## src/rtl/mem_wrr_arbiter_pkg.sv

```systemverilog
// Shared types and helpers for the memory weighted round-robin arbiter.
package mem_arb_pkg;

  // Arbiter control state.
  typedef enum logic [0:0] {
    IDLE  = 1'b0,
    BURST = 1'b1
  } arb_state_e;

  // Width of a binary index for n items (at least one bit).
  function automatic int idx_w(input int n);
    return (n > 1) ? $clog2(n) : 1;
  endfunction

endpackage

```

## src/rtl/mem_wrr_arbiter_if.sv

```systemverilog
// Requester/arbiter bus for mem_wrr_arbiter.
// The per-port weight field req_wgt exists only when MEM_ARB_WEIGHTS_EN is defined.
interface mem_wrr_arbiter_if #(
  parameter int PORTS = 16,
  parameter int LEN_W = 4,
  parameter int WGT_W = 3
);
  import mem_arb_pkg::*;

  localparam int IW = idx_w(PORTS);

  logic [PORTS-1:0]       req;
  logic [PORTS*LEN_W-1:0] req_len;
`ifdef MEM_ARB_WEIGHTS_EN
  logic [PORTS*WGT_W-1:0] req_wgt;
`endif
  logic                   beat_ack;
  logic [PORTS-1:0]       gnt;
  logic [IW-1:0]          gnt_id;
  logic                   gnt_last;

  if (WGT_W < 1) begin : g_bad_wgt
    $error("mem_wrr_arbiter_if: WGT_W must be at least 1");
  end

`ifdef MEM_ARB_WEIGHTS_EN
  modport master (output req, req_len, req_wgt, beat_ack, input gnt, gnt_id, gnt_last);
  modport slave  (input req, req_len, req_wgt, beat_ack, output gnt, gnt_id, gnt_last);
`else
  modport master (output req, req_len, beat_ack, input gnt, gnt_id, gnt_last);
  modport slave  (input req, req_len, beat_ack, output gnt, gnt_id, gnt_last);
`endif

endinterface

```

## src/rtl/mem_wrr_arbiter_pick.sv

```systemverilog
// Rotating first-set search: finds the first set req bit starting at ptr,
// wrapping modulo PORTS (PORTS is a power of two, so index arithmetic wraps).
module mem_arb_pick
  import mem_arb_pkg::*;
#(
  parameter int PORTS = 16,
  parameter int IW    = idx_w(PORTS)
) (
  input  logic [PORTS-1:0] req,
  input  logic [IW-1:0]    ptr,
  output logic [PORTS-1:0] onehot,
  output logic [IW-1:0]    idx,
  output logic             any
);

  logic [IW-1:0] cand_s;

  // Walk the ports in priority order and latch the first requester.
  always_comb begin
    any    = 1'b0;
    idx    = IW'(0);
    cand_s = IW'(0);
    for (int i = 0; i < PORTS; i++) begin
      cand_s = ptr + IW'(i);
      if (!any && req[cand_s]) begin
        any = 1'b1;
        idx = cand_s;
      end else begin
        any = any;
      end
    end
  end

  assign onehot = any ? (PORTS'(1) << idx) : PORTS'(0);

endmodule

```

## src/rtl/mem_wrr_arbiter.sv

```systemverilog
// Memory burst arbiter: round-robin grant of whole bursts with a rotating
// priority pointer that only advances when a burst ends.
// Optional feature macro: MEM_ARB_WEIGHTS_EN (per-port weight = consecutive
// bursts a winner may take before the pointer moves on).
module mem_wrr_arbiter
  import mem_arb_pkg::*;
#(
  parameter int PORTS = 16,
  parameter int LEN_W = 4,
  parameter int WGT_W = 3
) (
  input logic              clk,
  input logic              rst_n,
  mem_wrr_arbiter_if.slave bus
);

  localparam int IW = idx_w(PORTS);

  if ((PORTS < 2) || ((PORTS & (PORTS - 1)) != 0) || (LEN_W < 1) || (WGT_W < 1)) begin : g_bad_cfg
    $error("mem_wrr_arbiter: PORTS must be a power of 2 >= 2, LEN_W and WGT_W >= 1");
  end

  arb_state_e       state_r, state_s;
  logic [IW-1:0]    ptr_r, ptr_s;
  logic [PORTS-1:0] gnt_r, gnt_s;
  logic [IW-1:0]    gnt_id_r, gnt_id_s;
  logic             gnt_last_r, gnt_last_s;
  logic [LEN_W-1:0] beat_r, beat_s;

  logic [IW-1:0]    pick_ptr_s;
  logic [PORTS-1:0] pick_oh_s;
  logic [IW-1:0]    pick_idx_s;
  logic             pick_any_s;
  logic [LEN_W-1:0] win_len_s;
  logic [LEN_W-1:0] cur_len_s;
  logic             cur_req_s;
  logic             burst_end_s;
  logic             regrant_s;

`ifdef MEM_ARB_WEIGHTS_EN
  logic [WGT_W-1:0] credit_r, credit_s;
  logic [WGT_W-1:0] win_wgt_s;
`endif

  // While bursting, the only arbitration is at burst end, starting after the winner.
  assign pick_ptr_s = (state_r == BURST) ? (gnt_id_r + IW'(1)) : ptr_r;

  mem_arb_pick #(
    .PORTS (PORTS),
    .IW    (IW)
  ) u_pick (
    .req    (bus.req),
    .ptr    (pick_ptr_s),
    .onehot (pick_oh_s),
    .idx    (pick_idx_s),
    .any    (pick_any_s)
  );

  assign win_len_s   = bus.req_len[pick_idx_s*LEN_W +: LEN_W];
  assign cur_len_s   = bus.req_len[gnt_id_r*LEN_W +: LEN_W];
  assign cur_req_s   = bus.req[gnt_id_r];
  // Normal end on the last beat, or early end when the owner withdraws with no beat pending.
  assign burst_end_s = (state_r == BURST) &&
                       ((bus.beat_ack && (beat_r == LEN_W'(0))) ||
                        (!bus.beat_ack && !cur_req_s));

`ifdef MEM_ARB_WEIGHTS_EN
  assign win_wgt_s = bus.req_wgt[pick_idx_s*WGT_W +: WGT_W];
  assign regrant_s = burst_end_s && (credit_r != WGT_W'(0)) && cur_req_s;
`else
  assign regrant_s = 1'b0;
`endif

  // Next-state, grant and counter computation.
  always_comb begin
    state_s  = state_r;
    ptr_s    = ptr_r;
    gnt_s    = gnt_r;
    gnt_id_s = gnt_id_r;
    beat_s   = beat_r;
`ifdef MEM_ARB_WEIGHTS_EN
    credit_s = credit_r;
`endif
    case (state_r)
      IDLE: begin
        if (pick_any_s) begin
          state_s  = BURST;
          gnt_s    = pick_oh_s;
          gnt_id_s = pick_idx_s;
          beat_s   = win_len_s;
`ifdef MEM_ARB_WEIGHTS_EN
          credit_s = win_wgt_s;
`endif
        end else begin
          state_s = IDLE;
        end
      end
      BURST: begin
        if (regrant_s) begin
          // Same owner keeps the bus; pointer stays put.
          beat_s = cur_len_s;
`ifdef MEM_ARB_WEIGHTS_EN
          credit_s = credit_r - WGT_W'(1);
`endif
        end else if (burst_end_s) begin
          ptr_s = gnt_id_r + IW'(1);
          if (pick_any_s) begin
            state_s  = BURST;
            gnt_s    = pick_oh_s;
            gnt_id_s = pick_idx_s;
            beat_s   = win_len_s;
`ifdef MEM_ARB_WEIGHTS_EN
            credit_s = win_wgt_s;
`endif
          end else begin
            state_s  = IDLE;
            gnt_s    = PORTS'(0);
            gnt_id_s = IW'(0);
            beat_s   = LEN_W'(0);
`ifdef MEM_ARB_WEIGHTS_EN
            credit_s = WGT_W'(0);
`endif
          end
        end else if (bus.beat_ack) begin
          beat_s = beat_r - LEN_W'(1);
        end else begin
          beat_s = beat_r;
        end
      end
      default: begin
        state_s  = IDLE;
        ptr_s    = IW'(0);
        gnt_s    = PORTS'(0);
        gnt_id_s = IW'(0);
        beat_s   = LEN_W'(0);
`ifdef MEM_ARB_WEIGHTS_EN
        credit_s = WGT_W'(0);
`endif
      end
    endcase
    gnt_last_s = (state_s == BURST) && (beat_s == LEN_W'(0));
  end

  // State, pointer, counters and registered outputs.
  always_ff @(posedge clk or negedge rst_n) begin
    if (!rst_n) begin
      state_r    <= IDLE;
      ptr_r      <= IW'(0);
      gnt_r      <= PORTS'(0);
      gnt_id_r   <= IW'(0);
      gnt_last_r <= 1'b0;
      beat_r     <= LEN_W'(0);
`ifdef MEM_ARB_WEIGHTS_EN
      credit_r   <= WGT_W'(0);
`endif
    end else begin
      state_r    <= state_s;
      ptr_r      <= ptr_s;
      gnt_r      <= gnt_s;
      gnt_id_r   <= gnt_id_s;
      gnt_last_r <= gnt_last_s;
      beat_r     <= beat_s;
`ifdef MEM_ARB_WEIGHTS_EN
      credit_r   <= credit_s;
`endif
    end
  end

  assign bus.gnt      = gnt_r;
  assign bus.gnt_id   = gnt_id_r;
  assign bus.gnt_last = gnt_last_r;

endmodule
```

## src/flat_wrapper.sv

```systemverilog
// flat-port wrapper written by rule: the top's interface ports become plain ports
module mem_wrr_arbiter_flat import mem_arb_pkg::*;
#(
  parameter int PORTS = 16,
  parameter int LEN_W = 4,
  parameter int WGT_W = 3
)
  (clk, rst_n, bus_req, bus_req_len, bus_beat_ack, bus_gnt, bus_gnt_id, bus_gnt_last);
  mem_wrr_arbiter_if #(.PORTS(PORTS), .LEN_W(LEN_W), .WGT_W(WGT_W)) bus_i ();
  input logic clk;
  input logic rst_n;
  input wire logic [$bits(bus_i.req)-1:0] bus_req;
  input wire logic [$bits(bus_i.req_len)-1:0] bus_req_len;
  input wire logic [$bits(bus_i.beat_ack)-1:0] bus_beat_ack;
  output wire logic [$bits(bus_i.gnt)-1:0] bus_gnt;
  output wire logic [$bits(bus_i.gnt_id)-1:0] bus_gnt_id;
  output wire logic [$bits(bus_i.gnt_last)-1:0] bus_gnt_last;
  assign bus_i.req = bus_req;
  assign bus_i.req_len = bus_req_len;
  assign bus_i.beat_ack = bus_beat_ack;
  assign bus_gnt = bus_i.gnt;
  assign bus_gnt_id = bus_i.gnt_id;
  assign bus_gnt_last = bus_i.gnt_last;
  mem_wrr_arbiter #(.PORTS(PORTS), .LEN_W(LEN_W), .WGT_W(WGT_W)) u_core (.clk(clk), .rst_n(rst_n), .bus(bus_i));
endmodule
```

## config.mk

```make
export PLATFORM = sky130hd
export DESIGN_NAME = mem_wrr_arbiter_flat
export DESIGN_NICKNAME = d
export VERILOG_FILES = /design/src/rtl/mem_wrr_arbiter_pkg.sv /design/src/rtl/mem_wrr_arbiter_if.sv /design/src/rtl/mem_wrr_arbiter_pick.sv /design/src/rtl/mem_wrr_arbiter.sv /design/src/flat_wrapper.sv
export SDC_FILE = /design/constraint.sdc
export NUM_CORES = 1
export LEC_CHECK = 0
export BUFFER_PORTS_ARGS = -buffer_cell sky130_fd_sc_hd__buf_4
export CAP_MARGIN = 5
export CORE_MARGIN = 4
export CORE_UTILIZATION = 56
export CTS_CLUSTER_SIZE = 12
export DETAILED_ROUTE_END_ITERATION = 16
export PLACE_DENSITY = 0.83
export REMOVE_ABC_BUFFERS = 1
export SYNTH_ARGS = -nofsm -noshare
export SYNTH_HDL_FRONTEND = slang
export SYNTH_SLANG_ARGS = --single-unit
```

## constraint.sdc

```tcl
create_clock -name clk -period 7 [get_ports clk]
set_clock_uncertainty 0.05 [all_clocks]
set_input_delay 0.35 -clock clk [delete_from_list [all_inputs] [get_ports clk]]
set_output_delay 0.35 -clock clk [all_outputs]
set_load 0.02 [all_outputs]
```

==> results.toml <==
[status]
status = "finished clean"

[worst_setup_path]
first_element_of_the_critical_path = "u_core.state_r"
r2r_end = "u_core.bus.gnt_last"
critical_path.endpoint = "u_core.bus.gnt_last"
slowest_stage = "sky130_fd_sc_hd__nor2b_1"
crit_type = "flip-flop to flip-flop"
crit_chain = "nor2b_1, nor2_8, ha_1, inv_2, mux4_2, mux2i_2, a2111oi_2, nand2_1, nor2_1, nor3_2, nor2_4, buf_12, mux2i_1, mux2_2, a21o_1, a211oi_2, nor4b_4"
ff2ff_setup_slack_ns = 0.84
r2r_start = "u_core.state_r"
required_ns = 7.10
worstSetupEndpointType = "flip-flop"
ff2ff_path_depth = 17
worst_ep_arrival_time_ns = 6.26
max_stage_delay_ns = 0.69
worstSetupStartpointType = "flip-flop"
timing.critical_path.fanout_max = 24

[finish]
layout.cells.most_common_list = "sky130_fd_sc_hd__buf_4 (108), sky130_fd_sc_hd__mux2i_1 (52), sky130_fd_sc_hd__nand3_1 (51)"
share_of_layout_cells_above_drive_strength_1_pct = 32.31
layout_commonest_cell = "sky130_fd_sc_hd__buf_4"
synthToLayoutAreaGrowth_pct = 21.80
antennaDiodeCount = 0
final_cells = 687
finalCoreUtilization_pct = 69.66
design.final.nets = 678

[timing]
timing.fmax_mhz = 162.4
fin_crit_ns = 6.157
tightest_slew_ns = 0.7777
slew_headroom_pct = 48.05
fin_ws_ns = 0.8427
setup-violations-final = 0
finalSetupTns_ns = 0
final_max_slew_viol_count = 0
layout_worst_path_cycle_share_pct = 87.96
hold_viol = 0
grt_setup_unrepaired = "no"

[place]
routabilityCongestion = 0.9822
dp.cells = 679
hpwl_after_dpl_um = 11690
port_buffers = 103
dp_slack_ns = 0.9609

[detailed_routing]
detailedRoute.firstPassIterationCount = 6
dr.first_iter.drc_count = 352
drcViolationCount = 0
dr_total_vias = 4559
antenna_violating_nets_remaining = 0
detail_route.wirelength_um = 14560
detail_route.wl_per_cell_um = 21.19
via_per_inst = 6.636

[flow_run]
maxCapViolations = 0

[clock_tree]
tritoncts_num_sinks = 30
cts_made_buffers = 5
postCtsResizedCells = 0
htree_levels = 2
ctsLongestPathBuffers = 2
cts_root_buf = "sky130_fd_sc_hd__clkbuf_8"
clkSlewWorstSetupHoldPaths_ns = 0.07
tritoncts = "yes"
clock_latency_ns = 0.29

[min_path]
min-delay-path-class = "flip-flop to flip-flop"

[synthesis]
synthDistinctLibCells = 88
synth-warning-count = 0
synth_seq_cells = 30
synth_sequential_area_ratio_pct = 17.07
syn_area_sq_um = 4397
synthArstFlopShare_pct = 100.0
synthesis.instances = 490
largest_cells_by_area_after_synthesis = "sky130_fd_sc_hd__dfrtp_1 (17%), sky130_fd_sc_hd__mux2i_1 (12%), sky130_fd_sc_hd__mux4_2 (8.7%), sky130_fd_sc_hd__nand3_1 (5.8%), sky130_fd_sc_hd__nand2_1 (3.4%)"
synth_largest_area_cell = "sky130_fd_sc_hd__dfrtp_1"
synth_top_flop_cell = "sky130_fd_sc_hd__dfrtp_1"
synth_area_per_cell_sq_um = 8.973
synth-edff-count = 0
yosys.area.top_type_share_pct = 17.07

[grt]
globalRouteOverflowTotal = 0
grt_start_max_net_pins = 31
grt_first_pass_wirelength_um = 23070
global_route.peak_usage_layer = "met2"
grtUsageMet2_pct = 50.74
groute.layer.met3.usage_pct = 5.479
first_global_vias = 4495
antenna_found_initial = 0
met1_usage_pct = 39.90
global_route.usage.total_pct = 30.12

[floorplanning]
design.die.area_sq_um = 9333
fp.dieH_um = 96.61
floorplan.io_pins = 104
rows = 32
dieWidth_um = 96.61
floorplan.core_area_sq_um = 7687
floorplan.initialDensity_pct = 57.19
==> worst max-delay path, delay by kind of cell, from the launching register on <==
family	cells	cell delay [ns]
fa+ha+maj	1	0.55
compound gates	3	1.15
simple gates	7	2.13
mux	4	1.02
flops	1	0.63
buf+inv	2	0.47
==> sequential cells by signal (all words and copies together) (netlist names) <==
name	count
u_core.bus.gnt	16
u_core.bus.gnt_last	1
u_core.beat_r	4
u_core.bus.gnt_id	4
u_core.state_r	1
u_core.ptr_r	4
==> kinds of logic after synthesis <==
kind of cell,share of synthesized area [%]
flops,17.07
mux,27.52
compound gates,21.57
fa+ha+maj,2.846
xor+xnor,4.326
simple gates,22.45
buf+inv,4.212
==> final cells by class <==
class,instances,area (sq um)
clock buffer,6,82.58
clock inverter,1,30.03
fill,618,2332
inverter,16,62.56
multi-input combinational,422,3461
sequential,30,750.7
tap,102,127.6
timing repair buffer,110,840.8
==> routing by layer <==
layer / vias to the layer above / wire (um)
li1: 2067 / -
met1: 2189 / 6002
met2: 259 / 7040
met3: 44 / 1181
met4: 0 / 334
met5: - / 0
==> per-stage QoR <==
| stage | cell area, sq um | hold WS, ns |
|---|---|---|
| after floorplan | 4274 | 0.004409 |
| after detailed placement | 5233 | 0.2462 |
| after global placement | 5233 | 0.2435 |
| after CTS | 5355 | 0.4368 |
| after global routing | 5355 | 0.4666 |
| final | 5355 | 0.4363 |
==> cell usage after synthesis (5+ instances only) <==
cell,instances
sky130_fd_sc_hd__nand2_1,40
sky130_fd_sc_hd__nand2b_1,5
sky130_fd_sc_hd__nand4_1,5
sky130_fd_sc_hd__a22o_1,7
sky130_fd_sc_hd__mux4_2,17
sky130_fd_sc_hd__mux2i_1,52
sky130_fd_sc_hd__o21ai_0,26
sky130_fd_sc_hd__dfrtp_1,30
sky130_fd_sc_hd__clkbuf_1,6
sky130_fd_sc_hd__and2_1,11
sky130_fd_sc_hd__a21oi_1,21
sky130_fd_sc_hd__inv_1,13
sky130_fd_sc_hd__mux2_2,13
sky130_fd_sc_hd__o21a_1,5
sky130_fd_sc_hd__o211ai_1,6
sky130_fd_sc_hd__buf_2,8
sky130_fd_sc_hd__xnor2_1,7
sky130_fd_sc_hd__nand3_1,51
sky130_fd_sc_hd__and3_1,5
sky130_fd_sc_hd__nor2_1,31
sky130_fd_sc_hd__nor3_1,6
sky130_fd_sc_hd__ha_1,10
==> worst min path at each step <==
stage                                 to  depth (start not counted)  slack, ns          startpoint
CTS                   u_core.bus.gnt[10]                          2       0.44  u_core.bus.gnt[10]
detailed placement  u_core.bus.gnt_id[2]                          1       0.25               rst_n
global placement    u_core.bus.gnt_id[3]                          1       0.24               rst_n
floorplan               u_core.beat_r[0]                          0      0.004               rst_n
global route          u_core.bus.gnt[10]                          2       0.47  u_core.bus.gnt[10]
finish                u_core.bus.gnt[10]                          2       0.44  u_core.bus.gnt[10]
==> repair_timing <==
action	in CTS	in global routing
hold buffers	1	0
buffers inserted	0	0
endpoints found under the setup margin	0	0
hold endpoints to repair	30	0
Power is left out: the tool's default activity adds up to more than one toggle a clock period on the data nets, which glitch-free logic cannot reach.
